$ cat config.mk
export PLATFORM = sky130hd
export DESIGN_NAME = dmi_jtag_dtm
export DESIGN_NICKNAME = d
export VERILOG_FILES = /design/src/rtl/dmi_jtag_dtm_pkg.sv /design/src/rtl/dmi_jtag_dtm_tap.sv /design/src/rtl/dmi_jtag_dtm.sv
export SDC_FILE = /design/constraint.sdc
export NUM_CORES = 1
export LEC_CHECK = 0
export BUFFER_PORTS_ARGS = -buffer_cell sky130_fd_sc_hd__buf_2
export CAP_MARGIN = 5
export CORE_ASPECT_RATIO = 1.5
export CORE_MARGIN = 4
export CORE_UTILIZATION = 60
export CTS_BUF_LIST = sky130_fd_sc_hd__clkbuf_4
export DETAILED_ROUTE_END_ITERATION = 10
export MAX_ROUTING_LAYER = met4
export PLACE_DENSITY = 0.82
export SLEW_MARGIN = 30
export SYNTH_ARGS = -nofsm -noshare
export SYNTH_HDL_FRONTEND = slang
export SYNTH_HIERARCHICAL = 1
export SYNTH_SLANG_ARGS = --single-unit
export TNS_END_PERCENT = 5
$ cat constraint.sdc
create_clock -name clk_i -period 5.4 [get_ports clk_i]
set_clock_uncertainty 0.1 [all_clocks]
set_input_delay 0.81 -clock clk_i [delete_from_list [all_inputs] [get_ports clk_i]]
set_output_delay 0.81 -clock clk_i [all_outputs]
set_load 0.01 [all_outputs]
$ cat src/rtl/dmi_jtag_dtm_pkg.sv
// Shared types and constants for the JTAG debug transport module.
package debug_pkg;

    typedef enum logic {
        FALSE = 1'b0,
        TRUE  = 1'b1
    } onebit_sig_e;

    localparam int DMI_ABITS     = 7;
    localparam int DMI_DATA_BITS = 32;
    localparam int DMI_REG_BITS  = DMI_ABITS + DMI_DATA_BITS + 2;

    // Debug module register map (subset); other addresses are reached by cast.
    typedef enum logic [DMI_ABITS-1:0] {
        DM_DATA0      = 7'h04,
        DM_DATA1      = 7'h05,
        DM_DMCONTROL  = 7'h10,
        DM_DMSTATUS   = 7'h11,
        DM_HARTINFO   = 7'h12,
        DM_ABSTRACTCS = 7'h16,
        DM_COMMAND    = 7'h17,
        DM_SBCS       = 7'h38
    } dm_addresses_e;

    typedef enum logic [3:0] {
        TAP_TEST_LOGIC_RESET,
        TAP_RUN_TEST_IDLE,
        TAP_SELECT_DR_SCAN,
        TAP_CAPTURE_DR,
        TAP_SHIFT_DR,
        TAP_EXIT1_DR,
        TAP_PAUSE_DR,
        TAP_EXIT2_DR,
        TAP_UPDATE_DR,
        TAP_SELECT_IR_SCAN,
        TAP_CAPTURE_IR,
        TAP_SHIFT_IR,
        TAP_EXIT1_IR,
        TAP_PAUSE_IR,
        TAP_EXIT2_IR,
        TAP_UPDATE_IR
    } tap_state_e;

    typedef enum logic [1:0] {
        REQ_IDLE,
        REQ_ISSUE,
        REQ_WAIT
    } req_state_e;

    localparam logic [4:0] IR_IDCODE  = 5'h01;
    localparam logic [4:0] IR_DTMCS   = 5'h10;
    localparam logic [4:0] IR_DMI     = 5'h11;
    localparam logic [4:0] IR_BYPASS  = 5'h1F;
    localparam logic [4:0] IR_CAPTURE = 5'b00001;

    localparam logic [1:0] DMI_OP_NOP   = 2'd0;
    localparam logic [1:0] DMI_OP_READ  = 2'd1;
    localparam logic [1:0] DMI_OP_WRITE = 2'd2;

    localparam logic [1:0] DMISTAT_OK   = 2'd0;
    localparam logic [1:0] DMISTAT_BUSY = 2'd3;

    localparam logic [3:0] DTMCS_VERSION = 4'd1;

    // Index of the bit where TDI enters the shift register for the selected DR.
    function automatic logic [5:0] dr_msb(input logic [4:0] ir);
        case (ir)
            IR_IDCODE, IR_DTMCS: dr_msb = 6'd31;
            IR_DMI:              dr_msb = 6'(DMI_REG_BITS - 1);
            default:             dr_msb = 6'd0;
        endcase
    endfunction

endpackage

$ cat src/rtl/dmi_jtag_dtm_tap.sv
// IEEE 1149.1 TAP controller advanced by oversampled TCK strobes.
module jtag_tap_fsm
    import debug_pkg::*;
(
    input  logic       clk_i,
    input  logic       rst_i,
    input  logic       tck_rise,
    input  logic       tck_fall,
    input  logic       tms,
    output tap_state_e state,
    output logic       capture_ir,
    output logic       shift_ir,
    output logic       update_ir,
    output logic       capture_dr,
    output logic       shift_dr,
    output logic       update_dr
);

    tap_state_e next_state;

    // Standard 16-state TAP transition table driven by TMS.
    always_comb begin
        next_state = state;
        unique case (state)
            TAP_TEST_LOGIC_RESET: next_state = tms ? TAP_TEST_LOGIC_RESET : TAP_RUN_TEST_IDLE;
            TAP_RUN_TEST_IDLE:    next_state = tms ? TAP_SELECT_DR_SCAN   : TAP_RUN_TEST_IDLE;
            TAP_SELECT_DR_SCAN:   next_state = tms ? TAP_SELECT_IR_SCAN   : TAP_CAPTURE_DR;
            TAP_CAPTURE_DR:       next_state = tms ? TAP_EXIT1_DR         : TAP_SHIFT_DR;
            TAP_SHIFT_DR:         next_state = tms ? TAP_EXIT1_DR         : TAP_SHIFT_DR;
            TAP_EXIT1_DR:         next_state = tms ? TAP_UPDATE_DR        : TAP_PAUSE_DR;
            TAP_PAUSE_DR:         next_state = tms ? TAP_EXIT2_DR         : TAP_PAUSE_DR;
            TAP_EXIT2_DR:         next_state = tms ? TAP_UPDATE_DR        : TAP_SHIFT_DR;
            TAP_UPDATE_DR:        next_state = tms ? TAP_SELECT_DR_SCAN   : TAP_RUN_TEST_IDLE;
            TAP_SELECT_IR_SCAN:   next_state = tms ? TAP_TEST_LOGIC_RESET : TAP_CAPTURE_IR;
            TAP_CAPTURE_IR:       next_state = tms ? TAP_EXIT1_IR         : TAP_SHIFT_IR;
            TAP_SHIFT_IR:         next_state = tms ? TAP_EXIT1_IR         : TAP_SHIFT_IR;
            TAP_EXIT1_IR:         next_state = tms ? TAP_UPDATE_IR        : TAP_PAUSE_IR;
            TAP_PAUSE_IR:         next_state = tms ? TAP_EXIT2_IR         : TAP_PAUSE_IR;
            TAP_EXIT2_IR:         next_state = tms ? TAP_UPDATE_IR        : TAP_SHIFT_IR;
            TAP_UPDATE_IR:        next_state = tms ? TAP_SELECT_DR_SCAN   : TAP_RUN_TEST_IDLE;
            default:              next_state = TAP_TEST_LOGIC_RESET;
        endcase
    end

    // State register; moves only on a rising TCK strobe.
    always_ff @(posedge clk_i or posedge rst_i) begin
        if (rst_i) begin
            state <= TAP_TEST_LOGIC_RESET;
        end else if (tck_rise) begin
            state <= next_state;
        end
    end

    // Capture and shift act on the rising edge leaving the state, update on the falling edge inside it.
    assign capture_ir = tck_rise && (state == TAP_CAPTURE_IR);
    assign shift_ir   = tck_rise && (state == TAP_SHIFT_IR);
    assign update_ir  = tck_fall && (state == TAP_UPDATE_IR);
    assign capture_dr = tck_rise && (state == TAP_CAPTURE_DR);
    assign shift_dr   = tck_rise && (state == TAP_SHIFT_DR);
    assign update_dr  = tck_fall && (state == TAP_UPDATE_DR);

endmodule

$ cat src/rtl/dmi_jtag_dtm.sv
// JTAG DTM: oversampled TAP, IR/DR shift logic, DTMCS/DMI registers and DMI request FSM.
module dmi_jtag_dtm
    import debug_pkg::*;
#(
    parameter logic [31:0] IDCODE    = 32'h1000_0001,
    parameter logic [2:0]  IDLE_HINT = 3'd5
) (
    input  logic          clk_i,
    input  logic          rst_i,
    input  logic          tck_i,
    input  logic          tms_i,
    input  logic          tdi_i,
    output logic          tdo_o,
    output logic          tdo_oe_o,
    output onebit_sig_e   dmi_wr_o,
    output onebit_sig_e   dmi_rd_o,
    output dm_addresses_e dmi_ad_o,
    output logic [31:0]   dmi_do_o,
    input  logic [31:0]   dmi_di_i
);

    logic tck_meta, tck_sync, tck_prev;
    logic tms_meta, tms_sync, tms_q;
    logic tdi_meta, tdi_sync, tdi_q;
    logic tck_rise, tck_fall;

    tap_state_e tap_state;
    logic capture_ir, shift_ir, update_ir;
    logic capture_dr, shift_dr, update_dr;
    logic tap_reset, in_shift;

    logic [4:0]                  ir;
    logic [DMI_REG_BITS-1:0]     sr;
    logic [DMI_REG_BITS-1:0]     dr_capture;
    logic [DMI_REG_BITS-1:0]     dr_shifted;
    logic [31:0]                 dtmcs_value;

    req_state_e                  req_state;
    logic                        req_is_read;
    logic [1:0]                  dmistat;
    logic [DMI_DATA_BITS-1:0]    rdata;
    logic [DMI_ABITS-1:0]        last_addr;
    logic [1:0]                  scan_op;
    logic                        dtmcs_update, dmi_update, hard_reset;

    // Two-flop synchronisers plus a registered edge detector on TCK; TMS/TDI are delayed to stay aligned with the strobes.
    always_ff @(posedge clk_i or posedge rst_i) begin
        if (rst_i) begin
            tck_meta <= 1'b0;
            tck_sync <= 1'b0;
            tck_prev <= 1'b0;
            tms_meta <= 1'b0;
            tms_sync <= 1'b0;
            tms_q    <= 1'b0;
            tdi_meta <= 1'b0;
            tdi_sync <= 1'b0;
            tdi_q    <= 1'b0;
            tck_rise <= 1'b0;
            tck_fall <= 1'b0;
        end else begin
            tck_meta <= tck_i;
            tck_sync <= tck_meta;
            tck_prev <= tck_sync;
            tms_meta <= tms_i;
            tms_sync <= tms_meta;
            tms_q    <= tms_sync;
            tdi_meta <= tdi_i;
            tdi_sync <= tdi_meta;
            tdi_q    <= tdi_sync;
            tck_rise <= tck_sync & ~tck_prev;
            tck_fall <= ~tck_sync & tck_prev;
        end
    end

    jtag_tap_fsm u_tap (
        .clk_i      (clk_i),
        .rst_i      (rst_i),
        .tck_rise   (tck_rise),
        .tck_fall   (tck_fall),
        .tms        (tms_q),
        .state      (tap_state),
        .capture_ir (capture_ir),
        .shift_ir   (shift_ir),
        .update_ir  (update_ir),
        .capture_dr (capture_dr),
        .shift_dr   (shift_dr),
        .update_dr  (update_dr)
    );

    assign tap_reset = (tap_state == TAP_TEST_LOGIC_RESET);
    assign in_shift  = (tap_state == TAP_SHIFT_DR) || (tap_state == TAP_SHIFT_IR);

    assign dtmcs_value = {14'd0, 1'b0, 1'b0, 1'b0, IDLE_HINT, dmistat, 6'(DMI_ABITS), DTMCS_VERSION};

    // Parallel value loaded into the shift register at Capture-DR for the selected register.
    always_comb begin
        dr_capture = '0;
        case (ir)
            IR_IDCODE: dr_capture = {9'd0, IDCODE};
            IR_DTMCS:  dr_capture = {9'd0, dtmcs_value};
            IR_DMI:    dr_capture = {last_addr, rdata, dmistat};
            default:   dr_capture = '0;
        endcase
    end

    // One DR shift step: TDI enters at the top bit of the currently selected register.
    always_comb begin
        dr_shifted = sr >> 1;
        dr_shifted[dr_msb(ir)] = tdi_q;
    end

    // Instruction register and the shared 41-bit shift register.
    always_ff @(posedge clk_i or posedge rst_i) begin
        if (rst_i) begin
            ir <= IR_IDCODE;
            sr <= '0;
        end else if (tap_reset) begin
            ir <= IR_IDCODE;
            sr <= '0;
        end else begin
            if (capture_ir) begin
                sr <= {36'd0, IR_CAPTURE};
            end else if (shift_ir) begin
                sr[4:0] <= {tdi_q, sr[4:1]};
            end else if (capture_dr) begin
                sr <= dr_capture;
            end else if (shift_dr) begin
                sr <= dr_shifted;
            end
            if (update_ir) begin
                ir <= sr[4:0];
            end
        end
    end

    assign scan_op      = sr[1:0];
    assign dtmcs_update = update_dr && (ir == IR_DTMCS);
    assign dmi_update   = update_dr && (ir == IR_DMI);
    assign hard_reset   = dtmcs_update && sr[17];

    // Request FSM with sticky status: turns a DMI Update-DR into a one-cycle request and collects read data.
    always_ff @(posedge clk_i or posedge rst_i) begin
        if (rst_i) begin
            req_state   <= REQ_IDLE;
            req_is_read <= 1'b0;
            dmi_wr_o    <= FALSE;
            dmi_rd_o    <= FALSE;
            dmi_ad_o    <= dm_addresses_e'(7'd0);
            dmi_do_o    <= '0;
            rdata       <= '0;
            dmistat     <= DMISTAT_OK;
            last_addr   <= '0;
        end else begin
            dmi_wr_o <= FALSE;
            dmi_rd_o <= FALSE;

            unique case (req_state)
                REQ_ISSUE: req_state <= REQ_WAIT;
                REQ_WAIT: begin
                    if (req_is_read && !hard_reset) begin
                        rdata <= dmi_di_i;
                    end
                    req_state <= REQ_IDLE;
                end
                default: req_state <= REQ_IDLE;
            endcase

            if (tap_reset) begin
                dmistat <= DMISTAT_OK;
            end else if (dtmcs_update) begin
                if (sr[17]) begin
                    dmistat   <= DMISTAT_OK;
                    req_state <= REQ_IDLE;
                end else if (sr[16]) begin
                    dmistat <= DMISTAT_OK;
                end
            end else if (dmi_update && (scan_op != DMI_OP_NOP) && (dmistat == DMISTAT_OK)) begin
                if (req_state != REQ_IDLE) begin
                    dmistat <= DMISTAT_BUSY;
                end else if ((scan_op == DMI_OP_READ) || (scan_op == DMI_OP_WRITE)) begin
                    req_state   <= REQ_ISSUE;
                    req_is_read <= (scan_op == DMI_OP_READ);
                    dmi_wr_o    <= (scan_op == DMI_OP_WRITE) ? TRUE : FALSE;
                    dmi_rd_o    <= (scan_op == DMI_OP_READ) ? TRUE : FALSE;
                    dmi_ad_o    <= dm_addresses_e'(sr[40:34]);
                    dmi_do_o    <= sr[33:2];
                    last_addr   <= sr[40:34];
                end
            end
        end
    end

    // TDO changes on the falling TCK strobe so the probe samples it on the next rising edge.
    always_ff @(posedge clk_i or posedge rst_i) begin
        if (rst_i) begin
            tdo_o    <= 1'b0;
            tdo_oe_o <= 1'b0;
        end else if (tck_fall) begin
            if (in_shift) begin
                tdo_o    <= sr[0];
                tdo_oe_o <= 1'b1;
            end else begin
                tdo_oe_o <= 1'b0;
            end
        end
    end

endmodule

# Word-level counts from Yosys, hierarchy flattened
# Index checks and enable logic that the tools add are counted.
# W data, S select, Z words.
[totals]
register_bits = 141
in_bits = 37
elab_cells = 144
[classes]
magnitude_cmp = 2
n_reduce_logical = 34
bitwise_logic = 7
eq_ne = 24
muxes = 52
[ops]
columns = ["operator", "n"]
rows = [
  ["$mux W41", 4],
  ["$pmux W41 S3", 1],
  ["$pmux W4 S12", 1],
  ["$bwmux W41", 1],
  ["$mux W36", 1],
  ["$eq A4 B4 Y1 const B", 8],
  ["$mux W2", 16],
  ["$mux W1", 17],
  ["$eq A4 B3 Y1 const B", 4],
  ["$mux W4", 4],
  ["$mux W5", 3],
  ["$logic_and A1 B1 Y1", 13],
  ["$pmux W6 S2", 1],
  ["$eq A5 B5 Y1 const B", 2],
  ["$eq A4 B2 Y1 const B", 2],
  ["$lt A6 B7 Y1 const B", 1],
  ["$demux W1 S6", 1],
  ["$ge A6 B1 Y1 const B", 1],
  ["$mux W3", 2],
  ["$reduce_and A2 Y1", 3],
  ["$reduce_bool A2 Y1", 3],
  ["$reduce_bool A3 Y1", 2],
  ["$reduce_or A2 Y1", 3],
  ["$eq A5 B1 Y1 const B", 1],
  ["16 further kinds", 24],
]

# Logic depth before layout (Yosys ltp)
[logic_depth]
word_depth = 13
mapped_depth = 11
mapped_depth_nobuf = 7

# Hierarchy
# Netlist, hierarchy kept.
[by_module_without_submodules]
columns = ["module", "area_each_um2", "cells_per_inst", "n_inst", "seq_area_each_um2"]
rows = [
  ["dmi_jtag_dtm", 5835.6, 434, 1, 3404.5],
  ["jtag_tap_fsm", 394.1, 54, 1, 100.1],
]

# Worst setup path after synthesis
# No wires, ideal clock.
[synth_timing]
path_type = "reg2reg"
from = "register u_tap.state[1]"
to = "register dmi_do_o[0]"
setup_slack_ps = 2834
path_stages_with_launch = 8
n_path_buf = 2
setup_ps = 125
t_required_ps = 5175
t_arrival_ps = 2340
synth_period_minus_slack_ps = 2566
cell_sequence = "dfrtp_1 -> buf_2 -> nand2b_1 -> nor4b_1 -> nand4b_4 -> nor3_4 -> buf_6 -> mux2_4"
[synth_between]
elab_chain_len = 6
elab_cells_between_ends = 10
cone_classes = "eq/ne (1); bitwise (2); reduce/logical (7)"
[synth_rtl]
columns = ["element", "line_no", "text"]
rows = [
  ["start: declaration", "dmi_jtag_dtm_tap.sv:10", "output tap_state_e state,"],
  ["start signal: assignment", "dmi_jtag_dtm_tap.sv:50", "state <= next_state;"],
  ["$eq A4 B4 Y1 *", "dmi_jtag_dtm_tap.sv:60", "assign update_dr = tck_fall && (state == TAP_UPDATE_DR);"],
  ["$logic_and A1 B1 Y1 *", "dmi_jtag_dtm_tap.sv:60", ""],
  ["named net update_dr", "dmi_jtag_dtm.sv:29", "logic capture_dr, shift_dr, update_dr;"],
  ["$logic_and A1 B1 Y1", "dmi_jtag_dtm.sv:138", "assign dmi_update = update_dr && (ir == IR_DMI);"],
  ["$logic_and A1 B1 Y1 (2 in series)", "dmi_jtag_dtm.sv:177", "end else if (dmi_update && (scan_op != DMI_OP_NOP) && (dmistat == DMISTAT_OK)) begin"],
  ["$reduce_and A5 Y1 (no source line) *", "n/a", ""],
  ["end signal: assignment", "dmi_jtag_dtm.sv:186", "dmi_do_o <= sr[33:2];"],
  ["end: declaration", "dmi_jtag_dtm.sv:18", "output logic [31:0] dmi_do_o,"],
]
# The timed path passes the listed nets; every way through them passes the cells marked *.
# A chain may end at the register's enable or synchronous reset.

# Worst setup path in the final report
[layout_timing]
from = "register u_tap.state[1]"
to = "register last_addr[5]"
[layout_between]
elab_chain_len = 6
elab_cells_between_ends = 10
cone_classes = "eq/ne (1); bitwise (2); reduce/logical (7)"
[layout_rtl]
columns = ["element", "line_no", "text"]
rows = [
  ["$eq A4 B4 Y1 *", "dmi_jtag_dtm_tap.sv:60", ""],
  ["$logic_and A1 B1 Y1 *", "dmi_jtag_dtm_tap.sv:60", ""],
  ["named net update_dr", "dmi_jtag_dtm.sv:29", ""],
  ["$logic_and A1 B1 Y1", "dmi_jtag_dtm.sv:138", ""],
  ["$logic_and A1 B1 Y1 (2 in series)", "dmi_jtag_dtm.sv:177", ""],
  ["$reduce_and A5 Y1 (no source line) *", "n/a", ""],
  ["end signal: assignment", "dmi_jtag_dtm.sv:187", "last_addr <= sr[40:34];"],
  ["end: declaration", "dmi_jtag_dtm.sv:42", "logic [DMI_ABITS-1:0] last_addr;"],
]
# Marked as above.

==> out/qor.yml <==
floorplanning:
  rows: 45
  die_h_um: 133
  pin_count: 80
  die-area_um2: 12100
  chipWidth_um: 91.2
  core_um2: 10100
  initial_core_util_pct: 61.5
timing:
  rsz0062_at_grt: "false"
  fmax_mhz: 293
  whs_ps: 107
  setup_tns_ps: 0
  post-route-min-period_ps: 3410
  relSlewSlack_pct: 51.7
  worst_pin_slew_ps: 715
  finalHoldViolCount: 0
  finalSetupViolations: 0
  maxSlewViolCount: 0
  period_share_pct: 63.1
worst_setup_path:
  critPathMaxFanout: 34
  path_buf_inv: 1
  crit_chain: "nand2b_1 -> nor4b_1 -> nand4b_4 -> nor3_4 -> buf_4 -> mux2_4"
  crit_type: "reg2reg"
  crit_path_start_kind: "flip-flop"
  required_ps: 5700
  critPathArrivalTime_ps: 3710
  critPathSlowestCell: "nor4b_1"
  cp_top_family: "simple AND/OR/NAND/NOR gates"
  slowest_delay_ps: 670
  endpoint_kind: "flip-flop"
cells_and_area:
  diodes: 0
  drive_above_1_share_pct: 35.7
  area_growth_pct: 11.8
  layout_common_cells: "dfrtp_1, buf_2, mux2_4, o21ai_0, mux2_2"
  post-route-cell-area_um2: 6970
  final_common_cell: "dfrtp_1"
  fin_nets: 600
global_route:
  gr-usage-met1_pct: 28.7
  grt_pass1_wl_um: 22300
  grt_pass1_vias: 4452
  overflow: 0
  grt_max_degree: 78
  grt_usage_pct: 23.9
  grtUsageMet3_pct: 4.55
  antenna_found_initial: 0
  grt_busiest_layer: "met2"
  use_met2_pct: 39.8
route:
  ant_nets: 0
  drt_iter0_drc: 365
  drt-total-wl_um: 13300
  vias_per_cell: 6.22
  drc: 0
  drtPass1Iterations: 5
  wl_per_cell_um: 19.3
  vias: 4288
clocking:
  cts_root_buf: "clkbuf_4"
  clock_path_buffers: 2
  post_cts_resized: 0
  cts_tree: "done"
  postCtsSetupRepairBufs: 0
  ctsHoldBuffers: 0
  clk_pin_slew_worst_paths_ps: 110
  htreeDepth: 4
  numCtsBuffers: 17
  clk_latency_ps: 520
  cts_num_sinks: 140
synth:
  synth_warnings: 6
  synthArstFlopShare_pct: 100
  synthDistinctLibCells: 60
  ys_seq_area_share_pct: 56.3
  synth_ff_type: "dfrtp_1"
  postSynthAreaPerCell_um2: 12.8
  ys_ff_latch: 140
  synth_cells: 488
  synth_edf_count: 0
  syn_area_um2: 6230
  syn_nets: 529
worst_hold_path:
  holdCritPathClass: "in2async"
place:
  place_hpwl_um: 8770
  numPortBuffers: 79
  dpl_cell_area_um2: 6650
  gp_congestion: 0.848
flow_run:
  maxCapViolCount: 0
power:
  power.leakage_uw: 0.00355
  peakVddDrop_mv: 0.315
  p_per_area_nw_per_um2: 355
  power_uw: 2470
status:
  outcome: "finished clean"
-- registers in the layout, summed over array words and instances (netlist names), 2 cells and up --
| register | cells |
|---|---|
| dmi_do_o | 32 |
| ir | 5 |
| last_addr | 7 |
| rdata | 32 |
| req_state | 2 |
| sr | 41 |
| u_tap/state | 4 |
-- worst paths after layout --
path,depth (start not counted),slack [ps],startpoint,to
max,6,1990,u_tap/state[1],last_addr[5]
min,2,110,rst_i,u_tap/state[0]
max reg2reg,6,1990,u_tap/state[1],last_addr[5]
min reg2reg,0,260,tdi_sync,tdi_q
max in group asynchronous,3,3750,rst_i,sr[34]
min in group clk_i,0,260,tdi_sync,tdi_q
-- worst register-to-register path: cells and delay by family (launching register included) --
kind	cells	cell delay (ps)
and+or+nand+nor	4	1640
buffers and inverters	1	630
DFF	1	560
muxes	1	380
-- cells in the mapped netlist (2+ instances only) --
cell type / n / area (um2)
buf_6: 5 / 56.3
nand2_1: 9 / 33.8
buf_4: 3 / 22.5
or4_1: 2 / 15.0
buf_2: 6 / 30.0
nand3_1: 6 / 30.0
nand4_1: 2 / 12.5
nor2b_1: 9 / 56.3
mux2_2: 32 / 360
o211ai_1: 3 / 22.5
mux2i_1: 8 / 80.1
and2_1: 3 / 18.8
o21a_1: 2 / 15.0
and3_1: 14 / 87.6
nand2b_1: 8 / 50.1
mux2_1: 2 / 22.5
a221o_1: 13 / 130
a31oi_1: 5 / 31.3
a21oi_1: 24 / 120
ha_1: 4 / 50.1
a2bb2oi_1: 2 / 17.5
mux2_4: 40 / 601
nor2_1: 31 / 116
nor3_1: 4 / 20.0
clkbuf_1: 20 / 75.1
or4b_2: 2 / 20.0
or3_1: 2 / 12.5
nor4b_1: 2 / 17.5
dfrtp_1: 139 / 3480
o21ai_0: 32 / 160
inv_1: 12 / 45.0
a221oi_1: 14 / 123
-- cell families after synthesis --
family | synth area share [%]
DFF | 56.3
and+or+nand+nor | 10.5
AOI/OAI and AO/OA | 11.5
muxes | 17.1
buffers and inverters | 3.68
adders and majority gates | 0.803
xor gates and xnor gates | 0.141
-- power breakdown --
| part | switching, uW | total (uW) | leakage [uW] | internal (uW) |
|---|---|---|---|---|
| registers | 143 | 1290 | 0.00190 | 1150 |
| clock network | 364 | 729 | 0.000165 | 366 |
| logic | 268 | 455 | 0.00148 | 187 |
| total | 775 | 2470 | 0.00355 | 1700 |
-- routing by layer --
layer,vias up,part of all wire (%)
met5,-,0
met4,0,2.5
met3,26,4.4
met2,139,52
met1,2197,41
li1,1926,-
-- metrics by stage --
stage               worst slack, ps  util, %  std cells
floorplan                       852        -        488
global placement               2130     65.6        657
detailed placement             2020     65.6        657
CTS                            1990     68.7        689
global route                   1830     68.7        689
finish                         1990     68.7        689
-- layout make-up --
type	count	area, um2
Inverter	12	50.0
Clock buffer	18	135
Timing Repair Buffer	86	448
Clock inverter	14	176
Multi-Input combinational cell	302	2500
Sequential cell	140	3500
Tap cell	117	146
Fill cell	718	3170
(Power assumes the default switching activity.)
